### src/rtl/warmboot_pkg.sv
// Shared types for the warm-boot sequencer: state encoding and default slot width.
package warmboot_pkg;

    localparam int SLOT_W_DEF = 4;

    typedef enum logic [2:0] {
        ST_BOOTUP    = 3'd0,
        ST_IDLE      = 3'd1,
        ST_ARM       = 3'd2,
        ST_REQ       = 3'd3,
        ST_WAIT_DOWN = 3'd4,
        ST_WAIT_UP   = 3'd5,
        ST_RELEASE   = 3'd6,
        ST_ERROR     = 3'd7
    } wb_state_t;

    function automatic logic is_handshake_state(input wb_state_t st);
        return (st == ST_REQ) || (st == ST_WAIT_DOWN) || (st == ST_WAIT_UP);
    endfunction

endpackage

### src/rtl/warmboot_cycle_counter.sv
// Saturating cycle counter with synchronous clear; term flags the enabled cycle that completes LIMIT counts.
module warmboot_cycle_counter #(
    parameter int LIMIT = 16,
    parameter int WIDTH = $clog2(LIMIT + 1)
) (
    input  logic clk,
    input  logic rst,
    input  logic clr,
    input  logic en,
    output logic term
);

    localparam logic [WIDTH-1:0] LAST = WIDTH'(LIMIT - 1);
    localparam logic [WIDTH-1:0] MAX  = WIDTH'(LIMIT);

    logic [WIDTH-1:0] count;

    always_ff @(posedge clk) begin
        if (rst || clr) begin
            count <= '0;
        end else if (en && (count != MAX)) begin
            count <= count + 1'b1;
        end
    end

    assign term = en && (count == LAST);

endmodule

### src/rtl/warmboot_sequencer.sv
// Warm-boot sequencer: qualifies BOOT/SLOT, runs the req/ack and CONFIGURED handshakes, holds fabric reset.
// Optional timeout/ERROR handling is built when WARMBOOT_TIMEOUT_EN is defined.
module warmboot_sequencer
    import warmboot_pkg::*;
#(
    parameter int HOLD_CYCLES    = 16,
    parameter int RST_CYCLES     = 8,
    parameter int TIMEOUT_CYCLES = 1048576,
    parameter int SLOT_W         = SLOT_W_DEF
) (
    input  logic              UserCLK,
    input  logic              RESET,
    input  logic              boot_i,
    input  logic [SLOT_W-1:0] slot_i,
    output logic              cfg_req_o,
    output logic [SLOT_W-1:0] cfg_slot_o,
    input  logic              cfg_ack_i,
    input  logic              configured_i,
    output logic              fabric_rst_o,
    output logic              busy_o,
    output logic              error_o,
    output logic [SLOT_W-1:0] last_slot_o
);

    wb_state_t state_q, state_d;
    logic      rearm_q;
    logic      latch_slot;
    logic      hold_en, hold_term;
    logic      rel_en, rel_term;
    logic      timeout_hit;

    always_ff @(posedge UserCLK) begin
        if (RESET) begin
            state_q <= ST_BOOTUP;
        end else begin
            state_q <= state_d;
        end
    end

    // Rearm requires boot_i to be seen low in IDLE, so a held request cannot retrigger.
    always_ff @(posedge UserCLK) begin
        if (RESET) begin
            rearm_q <= 1'b0;
        end else if (latch_slot) begin
            rearm_q <= 1'b0;
        end else if ((state_q == ST_IDLE) && !boot_i) begin
            rearm_q <= 1'b1;
        end
    end

    always_ff @(posedge UserCLK) begin
        if (RESET) begin
            cfg_slot_o  <= '0;
            last_slot_o <= '0;
        end else if (latch_slot) begin
            cfg_slot_o  <= slot_i;
            last_slot_o <= slot_i;
        end
    end

    assign hold_en = boot_i && (((state_q == ST_IDLE) && rearm_q) || (state_q == ST_ARM));
    assign rel_en  = (state_q == ST_RELEASE);

    warmboot_cycle_counter #(.LIMIT(HOLD_CYCLES)) u_hold_cnt (
        .clk  (UserCLK),
        .rst  (RESET),
        .clr  (!hold_en),
        .en   (hold_en),
        .term (hold_term)
    );

    warmboot_cycle_counter #(.LIMIT(RST_CYCLES)) u_rel_cnt (
        .clk  (UserCLK),
        .rst  (RESET),
        .clr  (!rel_en),
        .en   (rel_en),
        .term (rel_term)
    );

`ifdef WARMBOOT_TIMEOUT_EN
    logic tmo_en;
    logic error_q;

    assign tmo_en = is_handshake_state(state_q);

    // Clearing on any state change restarts the budget for each handshake phase.
    warmboot_cycle_counter #(.LIMIT(TIMEOUT_CYCLES)) u_tmo_cnt (
        .clk  (UserCLK),
        .rst  (RESET),
        .clr  (!tmo_en || (state_d != state_q)),
        .en   (tmo_en),
        .term (timeout_hit)
    );

    always_ff @(posedge UserCLK) begin
        if (RESET) begin
            error_q <= 1'b0;
        end else if (state_d == ST_ERROR) begin
            error_q <= 1'b1;
        end
    end

    assign error_o = error_q;
`else
    assign timeout_hit = 1'b0;
    assign error_o     = 1'b0;
`endif

    always_comb begin
        state_d    = state_q;
        latch_slot = 1'b0;
        case (state_q)
            ST_BOOTUP: begin
                if (configured_i) state_d = ST_RELEASE;
            end
            ST_IDLE: begin
                if (boot_i && rearm_q) begin
                    if (hold_term) begin
                        state_d    = ST_REQ;
                        latch_slot = 1'b1;
                    end else begin
                        state_d = ST_ARM;
                    end
                end
            end
            ST_ARM: begin
                if (!boot_i) begin
                    state_d = ST_IDLE;
                end else if (hold_term) begin
                    state_d    = ST_REQ;
                    latch_slot = 1'b1;
                end
            end
            ST_REQ: begin
                if (cfg_ack_i)        state_d = ST_WAIT_DOWN;
                else if (timeout_hit) state_d = ST_ERROR;
            end
            ST_WAIT_DOWN: begin
                if (!configured_i)    state_d = ST_WAIT_UP;
                else if (timeout_hit) state_d = ST_ERROR;
            end
            ST_WAIT_UP: begin
                if (configured_i)     state_d = ST_RELEASE;
                else if (timeout_hit) state_d = ST_ERROR;
            end
            ST_RELEASE: begin
                if (rel_term) state_d = ST_IDLE;
            end
`ifdef WARMBOOT_TIMEOUT_EN
            ST_ERROR: begin
                state_d = ST_RELEASE;
            end
`endif
            default: begin
                state_d = ST_BOOTUP;
            end
        endcase
    end

    assign cfg_req_o    = (state_q == ST_REQ);
    assign fabric_rst_o = !((state_q == ST_IDLE) || (state_q == ST_ARM));
    assign busy_o       = !((state_q == ST_IDLE) || (state_q == ST_ARM));

endmodule

### config.mk
export PLATFORM = sky130hd
export DESIGN_NAME = warmboot_sequencer
export DESIGN_NICKNAME = d
export VERILOG_FILES = /design/src/rtl/warmboot_pkg.sv /design/src/rtl/warmboot_cycle_counter.sv /design/src/rtl/warmboot_sequencer.sv
export SDC_FILE = /design/constraint.sdc
export NUM_CORES = 1
export LEC_CHECK = 0
export CORE_ASPECT_RATIO = 2
export CORE_UTILIZATION = 35
export CTS_BUF_LIST = sky130_fd_sc_hd__clkbuf_8
export DETAILED_ROUTE_END_ITERATION = 12
export PLACE_DENSITY = 0.7
export SLEW_MARGIN = 15
export SYNTH_ARGS = -nofsm -noshare
export SYNTH_HDL_FRONTEND = slang
export SYNTH_SLANG_ARGS = --single-unit
### constraint.sdc
create_clock -name UserCLK -period 4.05 [get_ports UserCLK]
set_clock_uncertainty 0.2 [all_clocks]
set_input_delay 0.81 -clock UserCLK [delete_from_list [all_inputs] [get_ports UserCLK]]
set_output_delay 0.81 -clock UserCLK [all_outputs]
set_load 0.005 [all_outputs]
==> flow_summary.json <==
{
  "post_cts_buffers": 0,
  "wl_mm": 1.922,
  "layout_setup_ws_ns": 1.307,
  "yosysTopAreaCellShare_pct": 33.37,
  "path_class": "flip-flop to primary output",
  "setup_tns_ns": 0,
  "dp_hpwl_mm": 1.498,
  "avgSynthCellArea_um2": 8.867,
  "ant_nets": 0,
  "internal_power_mw": 0.3567,
  "rr_startpoint": "u_hold_cnt.count[1]",
  "syn2layout_area_growth_pct": 19.51,
  "critPathCaptureType": "primary output",
  "hold_viol_final": 0,
  "fmax_ghz": 0.3645,
  "clk_latency_ns": 0.25,
  "syn_nets": 129,
  "cts_inserted_buffers": 3,
  "final_common_cell": "clkdlybuf4s50_1",
  "post_cts_resized": 0,
  "drive_above_1_share_pct": 8.594,
  "antennaDiodeCount": 0,
  "num_rows": 27,
  "worstHoldStart": "u_rel_cnt.count[2]",
  "finalSetupViolCount": 0,
  "drt_iter0_drc": 30,
  "hold_buffers": 0,
  "ys_warn_count": 0,
  "die_x_um": 40.17,
  "period_needed_ns": 2.743,
  "yosysTopAreaCell": "dfxtp_1",
  "drv_cap": 0,
  "clock-root-buffer": "clkbuf_8",
  "worst_slew_pin_slew_ns": 0.4994,
  "cts_tree": "built",
  "crit_cells": 3,
  "grt_use_total_pct": 13.38,
  "clk_pin_slew_ns": 0.06,
  "finalMaxSlewViolations": 0,
  "sw_frac_of_total_pct": 33.98,
  "cts-htree-levels": 1,
  "p_sw_mw": 0.1836,
  "grt_pass1_wl_mm": 2.939,
  "dieHeight_um": 78.34,
  "vias": 840,
  "synth-seq-cells": 17,
  "drt_pre_antenna_iters": 4,
  "wire_per_inst_um": 12.24,
  "hold_path_end": "u_rel_cnt.count[2]",
  "slew_headroom_pct": 66.45,
  "cts_max_path_buffers": 2,
  "startpoint_type": "flip-flop",
  "status": "finished, final reports clean",
  "finalWeightedCongestion": 0.7138,
  "r2r_slack_ns": 1.97,
  "cpPeakStageDelay_ns": 0.53,
  "grt.overflow.total": 0,
  "ys_seq_area_share_pct": 33.37,
  "worst_hold_path_type": "flip-flop to flip-flop",
  "hold-worst-slack_ns": 0.3214,
  "rsz0062_at_grt": "no",
  "synth_ff_type": "dfxtp_1",
  "fin_crit_sh_pct": 67.73,
  "portBuffers": 19,
  "whs_path_depth": 2,
  "core-area_mm2": 0.002770,
  "synth_area_leaders": "dfxtp_1, ha_1, mux2i_1",
  "grt_max_degree": 15,
  "crit_chain": "or2b_4 > a21o_1 > clkdlybuf4s50_1",
  "synth_area_mm2": 0.001020,
  "synth_cell_types": 37,
  "clock-sinks": 17,
  "drc": 0,
  "dieArea_mm2": 0.003146,
  "cp_data_arrival_time_ns": 1.73,
  "pwr-share-clk_pct": 22.4,
  "layout.nets": 143,
  "reg2regPathDepth": 7,
  "seqPwrFrac_pct": 43.5,
  "critPathRequiredTime_ns": 3.04,
  "syn_inst": 115,
  "pre_cts_ws_ns": 1.460,
  "antenna_found_initial": 0,
  "final_cell_mix": "clkdlybuf4s50_1, dfxtp_1, nor2_1, inv_1",
  "leakagePower_nw": 0.4722,
  "r2r_end": "last_slot_o[2]",
  "via_per_inst": 5.350,
  "ios": 21,
  "fin_util_pct": 43.99,
  "nFillCells": 276,
  "synth_edf_count": 0,
  "grt_pass1_vias": 733,
  "crit_buf_inv": 1,
  "critPathTopFamily": "flip-flops",
  "async_flop_share_pct": 0,
  "start_util_pct": 36.81,
  "power.density_mw_per_mm2": 443.4,
  "worstPathMaxFanout": 13,
  "peakVddDrop_uv": 228.3,
  "pwr-share-comb_pct": 34.1,
  "slowest_stage": "dfxtp_1"
}
[synthesized netlist by cell type, types with 2 or more instances]
master / count
nand2_1: 6
a211oi_1: 2
inv_1: 9
o21ai_0: 3
dfxtp_1: 17
nand3b_1: 4
nor2_1: 12
a21o_1: 2
ha_1: 5
nor3_1: 4
nand3_1: 3
nand4_1: 2
mux2i_1: 6
buf_4: 7
a21oi_1: 5
nand2b_1: 3
or2_2: 2
xnor2_1: 3
xor2_1: 2
[flip-flops by register name, summed over array words and instances, names as in the netlist]
name	flops
state_q	3
u_rel_cnt.count	4
u_hold_cnt.count	5
last_slot_o	4
rearm_q	1
[worst max path at each step]
stage	startpoint	to
after floorplan	state_q[1]	fabric_rst_o
after global placement	boot_i	last_slot_o[2]
after detailed placement	boot_i	last_slot_o[2]
after CTS	state_q[1]	busy_o
after global routing	state_q[1]	busy_o
final	state_q[1]	busy_o
[area by class of cell]
type / count / area [um2] / share of cell area [%]
clock buffers: 3 / 41.29 / 3.388
flip-flops and latches: 17 / 340.3 / 27.93
repair buffers: 19 / 190.2 / 15.61
inverters: 9 / 33.78 / 2.772
clock inverters: 1 / 3.754 / 0.3080
multi-input cells: 79 / 573.1 / 47.02
well taps: 29 / 36.28 / 2.977
[power by group through the flow]
stage,sequential [mW],clock [mW],combinational [mW]
4_1_cts,0.234,0.127,0.186
5_1_grt,0.238,0.132,0.205
3_3_place_gp,0.235,0,0.179
6_report,0.235,0.121,0.184
2_1_floorplan,0.201,0,0.183
3_5_place_dp,0.238,0,0.185
[stage by stage]
| step | std cells | cell area (um2) | total power [mW] |
|---|---|---|---|
| floorplan | 115 | 1020 | 0.3839 |
| global placement | 153 | 1174 | 0.4135 |
| detailed placement | 153 | 1174 | 0.4234 |
| CTS | 157 | 1219 | 0.5471 |
| global route | 157 | 1219 | 0.5741 |
| finish | 157 | 1219 | 0.5403 |
[cells by family after synthesis]
group	count (synthesis)	synth area share [%]
multiplexers	6	5.890
XOR/XNOR	5	4.295
buffers and inverters	19	10.43
other	1	0.3677
AND/OR/NAND/NOR	44	25.64
adder cells (fa/ha/maj)	5	6.135
AO/OA/AOI/OAI	18	13.86
flip-flops	17	33.37
[worst min-delay path, stage by stage (launching register included)]
cell,delay (ns)
dfxtp_1,0.34
nand2b_1,0.08
a21oi_1,0.06
[layer usage]
| layer | global-route usage [%] | part of all wire, % | up-vias |
|---|---|---|---|
| met3 | 2.542 | 2.7 | 5 |
| met5 | 0 | 0 | - |
| met4 | 9.310 | 3.2 | 0 |
| met2 | 21.61 | 53 | 17 |
| met1 | 14.26 | 41 | 405 |
| li1 | - | - | 413 |
No activity file was read; power rests on OpenSTA's default activity.
